--- config.mk ---
export PLATFORM = sky130hd
export DESIGN_NAME = imem_loader_flat
export DESIGN_NICKNAME = d
export VERILOG_FILES = /design/src/rtl/imem_loader_if.sv /design/src/rtl/imem_loader.sv /design/src/flat_wrapper.sv
export SDC_FILE = /design/constraint.sdc
export NUM_CORES = 1
export LEC_CHECK = 0
export CAP_MARGIN = 25
export CORE_MARGIN = 4
export CORE_UTILIZATION = 52
export DETAILED_ROUTE_END_ITERATION = 7
export PLACE_DENSITY_LB_ADDON = 0.25
export SLEW_MARGIN = 30
export SYNTH_ARGS = -nofsm -noshare
export SYNTH_HDL_FRONTEND = slang
export SYNTH_SLANG_ARGS = --single-unit
--- constraint.sdc ---
create_clock -name clk -period 3.4 [get_ports clk]
set_clock_uncertainty 0.2 [all_clocks]
set_input_delay 0.51 -clock clk [delete_from_list [all_inputs] [get_ports clk]]
set_output_delay 0.51 -clock clk [all_outputs]
set_load 0.05 [all_outputs]
--- src/rtl/imem_loader_if.sv ---
// Byte-stream input, instruction-memory write port and load status of the
// boot loader. The loader takes the slave side; the byte source / memory
// side (or a bench) takes the master side.
interface imem_loader_if #(
    parameter int ADDR_W = 10
);
    logic              in_valid;
    logic [7:0]        in_data;
    logic              in_ready;
    logic              im_we;
    logic [ADDR_W-1:0] im_addr;
    logic [31:0]       im_wdata;
    logic              cpu_hold;
    logic              done;
    logic              err;
    logic [ADDR_W:0]   words_loaded;

    modport master (
        output in_valid, in_data,
        input  in_ready, im_we, im_addr, im_wdata, cpu_hold, done, err, words_loaded
    );

    modport slave (
        input  in_valid, in_data,
        output in_ready, im_we, im_addr, im_wdata, cpu_hold, done, err, words_loaded
    );
endinterface

--- src/rtl/imem_loader.sv ---
// Boot-time instruction-memory loader. Parses a frame of
// LEN_HI, LEN_LO, 4*N data bytes (big-endian words), 8-bit additive checksum;
// writes each word to consecutive instruction-memory addresses from 0 and
// keeps the CPU held in reset until the whole image is written and verified.
module imem_loader #(
    parameter int ADDR_W = 10,
    parameter int DEPTH  = 1024
) (
    input logic         clk,
    input logic         rst,
    imem_loader_if.slave bus
);
    typedef enum logic [2:0] {
        S_LEN_HI,
        S_LEN_LO,
        S_DATA,
        S_CSUM,
        S_DONE,
        S_ERR
    } state_t;

    state_t            r_state;
    logic [7:0]        r_len_hi;
    logic [ADDR_W:0]   r_len;
    logic [23:0]       r_asm;      // first three bytes of the word in flight
    logic [1:0]        r_bcnt;
    logic [7:0]        r_sum;
    logic [ADDR_W:0]   r_words;    // words registered for write so far
    logic              r_ready;
    logic              r_we;
    logic [ADDR_W-1:0] r_addr;
    logic [31:0]       r_wdata;
    logic              r_hold;
    logic              r_done;
    logic              r_err;

    logic              w_fire;
    logic [15:0]       w_len;
    logic [ADDR_W:0]   w_words_nxt;
    logic [7:0]        w_sum_nxt;

    assign w_fire      = bus.in_valid && r_ready;
    assign w_len       = {r_len_hi, bus.in_data};
    assign w_words_nxt = r_words + 1'b1;
    assign w_sum_nxt   = r_sum + bus.in_data;

    // Frame parser: header, word assembly/write, checksum; all outputs registered.
    always_ff @(posedge clk) begin
        if (rst) begin
            r_state  <= S_LEN_HI;
            r_len_hi <= '0;
            r_len    <= '0;
            r_asm    <= '0;
            r_bcnt   <= '0;
            r_sum    <= '0;
            r_words  <= '0;
            r_ready  <= 1'b1;
            r_we     <= 1'b0;
            r_addr   <= '0;
            r_wdata  <= '0;
            r_hold   <= 1'b1;
            r_done   <= 1'b0;
            r_err    <= 1'b0;
        end else begin
            // Write strobe is a single-cycle pulse; address/data stay put.
            r_we <= 1'b0;
            if (w_fire) begin
                case (r_state)
                    S_LEN_HI: begin
                        r_len_hi <= bus.in_data;
                        r_state  <= S_LEN_LO;
                    end
                    S_LEN_LO: begin
                        if (w_len == 16'd0 || w_len > 16'(DEPTH)) begin
                            r_state <= S_ERR;
                            r_ready <= 1'b0;
                            r_err   <= 1'b1;
                        end else begin
                            r_len   <= w_len[ADDR_W:0];
                            r_state <= S_DATA;
                        end
                    end
                    S_DATA: begin
                        r_sum  <= w_sum_nxt;
                        r_bcnt <= r_bcnt + 2'd1;
                        if (r_bcnt == 2'd3) begin
                            // Word complete: r_words < r_len <= DEPTH, so the
                            // address always fits in ADDR_W bits.
                            r_we    <= 1'b1;
                            r_addr  <= r_words[ADDR_W-1:0];
                            r_wdata <= {r_asm, bus.in_data};
                            r_words <= w_words_nxt;
                            if (w_words_nxt == r_len)
                                r_state <= S_CSUM;
                        end else begin
                            r_asm <= {r_asm[15:0], bus.in_data};
                        end
                    end
                    S_CSUM: begin
                        r_ready <= 1'b0;
                        if (bus.in_data == r_sum) begin
                            r_state <= S_DONE;
                            r_done  <= 1'b1;
                            r_hold  <= 1'b0;
                        end else begin
                            r_state <= S_ERR;
                            r_err   <= 1'b1;
                        end
                    end
                    default: ;
                endcase
            end
        end
    end

    assign bus.in_ready     = r_ready;
    assign bus.im_we        = r_we;
    assign bus.im_addr      = r_addr;
    assign bus.im_wdata     = r_wdata;
    assign bus.cpu_hold     = r_hold;
    assign bus.done         = r_done;
    assign bus.err          = r_err;
    assign bus.words_loaded = r_words;
endmodule

--- src/flat_wrapper.sv ---
// flat-port wrapper written by rule: the top's interface ports become plain ports
module imem_loader_flat 
#(
    parameter int ADDR_W = 10,
    parameter int DEPTH  = 1024
)
  (clk, rst, bus_in_valid, bus_in_data, bus_in_ready, bus_im_we, bus_im_addr, bus_im_wdata, bus_cpu_hold, bus_done, bus_err, bus_words_loaded);
  imem_loader_if #(.ADDR_W(ADDR_W)) bus_i ();
  input logic clk;
  input logic rst;
  input wire logic [$bits(bus_i.in_valid)-1:0] bus_in_valid;
  input wire logic [$bits(bus_i.in_data)-1:0] bus_in_data;
  output wire logic [$bits(bus_i.in_ready)-1:0] bus_in_ready;
  output wire logic [$bits(bus_i.im_we)-1:0] bus_im_we;
  output wire logic [$bits(bus_i.im_addr)-1:0] bus_im_addr;
  output wire logic [$bits(bus_i.im_wdata)-1:0] bus_im_wdata;
  output wire logic [$bits(bus_i.cpu_hold)-1:0] bus_cpu_hold;
  output wire logic [$bits(bus_i.done)-1:0] bus_done;
  output wire logic [$bits(bus_i.err)-1:0] bus_err;
  output wire logic [$bits(bus_i.words_loaded)-1:0] bus_words_loaded;
  assign bus_i.in_valid = bus_in_valid;
  assign bus_i.in_data = bus_in_data;
  assign bus_in_ready = bus_i.in_ready;
  assign bus_im_we = bus_i.im_we;
  assign bus_im_addr = bus_i.im_addr;
  assign bus_im_wdata = bus_i.im_wdata;
  assign bus_cpu_hold = bus_i.cpu_hold;
  assign bus_done = bus_i.done;
  assign bus_err = bus_i.err;
  assign bus_words_loaded = bus_i.words_loaded;
  imem_loader #(.ADDR_W(ADDR_W), .DEPTH(DEPTH)) u_core (.clk(clk), .rst(rst), .bus(bus_i));
endmodule
==> PnR_summary.wiki <==
{| class="wikitable"
! Metric !! Value
|-
| Static Leak || 2.18 nW
|-
| Number of synthesized flops with an enable pin || 0
|-
| Most common library cells after synthesis || sky130_fd_sc_hd__nand2_1, sky130_fd_sc_hd__dfxtp_1, sky130_fd_sc_hd__a21oi_1, sky130_fd_sc_hd__nor2_1, sky130_fd_sc_hd__clkbuf_1
|-
| Cell at the root of the clock tree || sky130_fd_sc_hd__clkbuf_8
|-
| Initial DRT Pass Iterations || 5
|-
| Final cycle utilization of the critical path || a little under 80%
|-
| Synthesized area || 4760 sq um
|-
| Die ar. || 10800 sq um
|-
| Async set-reset flop share out of synthesis || 0%
|-
| Count of input and output buffers || 68
|-
| Number of instances resized during post-cts repair || 0
|-
| Total of flip-flops plus latches after synthesis || 114
|-
| Most used flip-flop cell after synthesis || sky130_fd_sc_hd__dfxtp_1
|-
| Via count of the first global-routing pass || around 4100
|-
| Cell at the slowest stage of the critical path || sky130_fd_sc_hd__clkdlybuf4s50_1
|-
| Post-synthesis to final-layout area growth || 30.2%
|-
| Congestion Overflow GR || 0
|-
| TNS Setup || 0 ns
|-
| All-Layer GR Usage || 22.5%
|-
| Core area || between 8000 and 9000 sq um
|-
| Hold violation total from the final report || 0
|-
| Kind of start point of the critical path || flop
|-
| Starting density of the core || 54.1%
|-
| I/O pin count || 69
|-
| Number of buffers and inverters on the critical path || 1
|-
| Worst slew pin tran || ~0.76 ns
|-
| Kind of cell adding the most delay to the critical path || buffers and inverters
|-
| Crit end category || primary output
|-
| ANT nets after route || 0
|-
| Sequential fraction of the synthesis area || 47.9%
|-
| Number of different library cells in the post-synthesis netlist || 47
|-
| Clock network latency to the later pin of the worst-skew pair || 0.52 ns
|-
| CP Data Arrival Time || 1.98 ns
|-
| Library cell occupying the most area in the post-synthesis netlist || sky130_fd_sc_hd__dfxtp_1
|-
| Headroom to the max-slew limit || between 40% and 50%
|-
| CTS clock-pin slew for the worst setup and hold paths || 0.06 ns
|-
| Most used standard cell by instance count after synthesis || sky130_fd_sc_hd__nand2_1
|-
| Via density || 5.47
|-
| Number of cells in the finished layout apart from fillers || about 780
|-
| Number of setup violations in the final report || 0
|-
| Number of hold buffers added after cts || 0
|-
| Count of vias placed by the detailed router || ~4300
|-
| Post-synthesis instance total || 585
|-
| Number of buffers created by CTS || 17
|-
| Fin nets || 678
|-
| CTS sink count || 114
|-
| Critical path's largest stage delay || 0.90 ns
|-
| X dimension of the die || 104 um
|-
| Minimum clock period || 2.69 ns
|-
| Vertical die dimension || 104 um
|-
| Largest net degree at the start of global routing || 79
|-
| Largest driver fanout on the critical path || 11
|-
| Fraction of layout instances using a drive strength above 1 || 8.66%
|-
| Avg Inst Size Synth || 8.14 sq um
|-
| Run status || completed
|-
| Buffers inserted by post-CTS timing repair || 0
|-
| Total length of routed wires || 11900 um
|-
| Antenna violations before repair || 0
|-
| Critical path class || flop to primary output
|-
| Number of pins with negative max-slew slack in the final report || 0
|-
| Final routed wire length divided by cell count || 15.3 um
|-
| Smallest hold slack || 0.252 ns
|-
| Setup repair after global routing missed its margin || no
|-
| Leading post-synthesis cells by cell area || sky130_fd_sc_hd__dfxtp_1, sky130_fd_sc_hd__nand2_1, sky130_fd_sc_hd__a21oi_1, sky130_fd_sc_hd__mux2i_1, sky130_fd_sc_hd__nor2_1
|-
| Areal power density over the cells || 557 nW/um^2
|-
| Peak supply drop || 0.000451 V
|-
| Data required, critical path || 2.69 ns
|-
| Highest clock rate || 372 MHz
|-
| CTS tree || done
|-
| Instance count after placement with tap cells included || 746
|-
| # rows || 34
|-
| Global-route wire length before repair || 19900 um
|-
| Area share of the largest cell type after synthesis || 47.9%
|-
| Crit path cell chain || clkdlybuf4s50_1
|-
| Clock Tree Buf Depth || 2
|-
| Routability congestion estimate || 0.891
|-
| Number of DRC violations after detailed-routing iteration 0 || 231
|-
| YS warnings || 0
|-
| Number of inserted diodes || 0
|-
| Min-Delay Path Class || flop to flop
|-
| Drt drc || 0
|-
| Htree depth || 4
|-
| Syn Nets || 606
|-
| Max cap viols || 0
|-
| Detail Placement HPWL || 7880 um
|}
[stage by stage]
stage	cell area (sq um)	util (%)	setup slack, ns	power (W)
after floorplan	4760	-	0.813	0.00159
after global routing	6200	70.4	0.576	0.00356
after detailed placement	5600	63.5	0.338	0.00166
after global placement	5600	63.5	0.477	0.00165
final	6200	70.4	0.712	0.00345
after CTS	6200	70.4	0.721	0.00346
[cell families (layout without fill, tap and decap cells)]
kind of cell	Yosys count	count (layout)	share of synthesized area (%)
xor+xnor	24	24	4.41
simple gates	262	262	24.0
fa+ha+maj	10	10	2.78
mux	20	20	4.20
flops	114	114	47.9
compound gates	111	111	12.9
buf+inv	44	129	3.78
[layout make-up]
type                       count  area, sq um
inverter                      10         37.5
clock buffer                  17          414
timing repair buffer          87          833
tap                          108          135
sequential                   114         2280
multi-input combinational    427         2310
fill                         714         2600
clock inverter                15          194
[where the power goes]
group          switching (W)  internal [W]
Combinational       0.000144     0.0000991
Sequential         0.0000291       0.00137
Clock               0.000677       0.00114
[routing by layer]
metal  up-vias  routed length, um  track usage [%]
met3        14                566             5.60
met1      2004               5120             27.2
met5         -                  0                0
li1       2118                  -                -
met4         0                140             6.84
met2       123               6060             39.3
[state kept, by name, indices dropped and copies added, names as in the netlist]
signal / count
u_core.bus.im_wdata: 32
u_core.r_asm: 24
u_core.bus.words_loaded: 11
u_core.r_len: 11
u_core.bus.im_addr: 10
u_core.r_len_hi: 8
u_core.r_sum: 8
u_core.r_state: 3
u_core.r_bcnt: 2
u_core.bus.cpu_hold: 1
u_core.bus.done: 1
u_core.bus.err: 1
u_core.bus.im_we: 1
u_core.bus.in_ready: 1
[placed cells by master (no fill, tap or decap), drive strengths merged, types with 3 or more instances in the layout]
master / n
nand2: 157
dfxtp: 114
a21oi: 82
clkdlybuf4s50: 67
nor2: 47
mux2i: 20
buf: 20
inv: 18
clkbuf: 17
xnor2: 14
nand3: 14
o21ai: 11
xor2: 10
ha: 9
nor3: 7
nand3b: 5
nor2b: 5
or3: 5
nor4: 5
nand4: 3
nor3b: 3
and4: 3
bufinv: 3
clkinv: 3
[final timing paths]
path                                    from               endpoint  slack (ns)  cells past startpoint
setup / recovery  u_core.bus.words_loaded[6]    bus_words_loaded[6]        0.71                      1
hold / removal         u_core.bus.im_addr[0]  u_core.bus.im_addr[0]        0.25                      2
setup reg to reg  u_core.bus.words_loaded[0]      u_core.r_state[1]        0.79                      8
hold reg to reg        u_core.bus.im_addr[0]  u_core.bus.im_addr[0]        0.25                      2
Note: power is estimated with default switching activity, not from simulation.
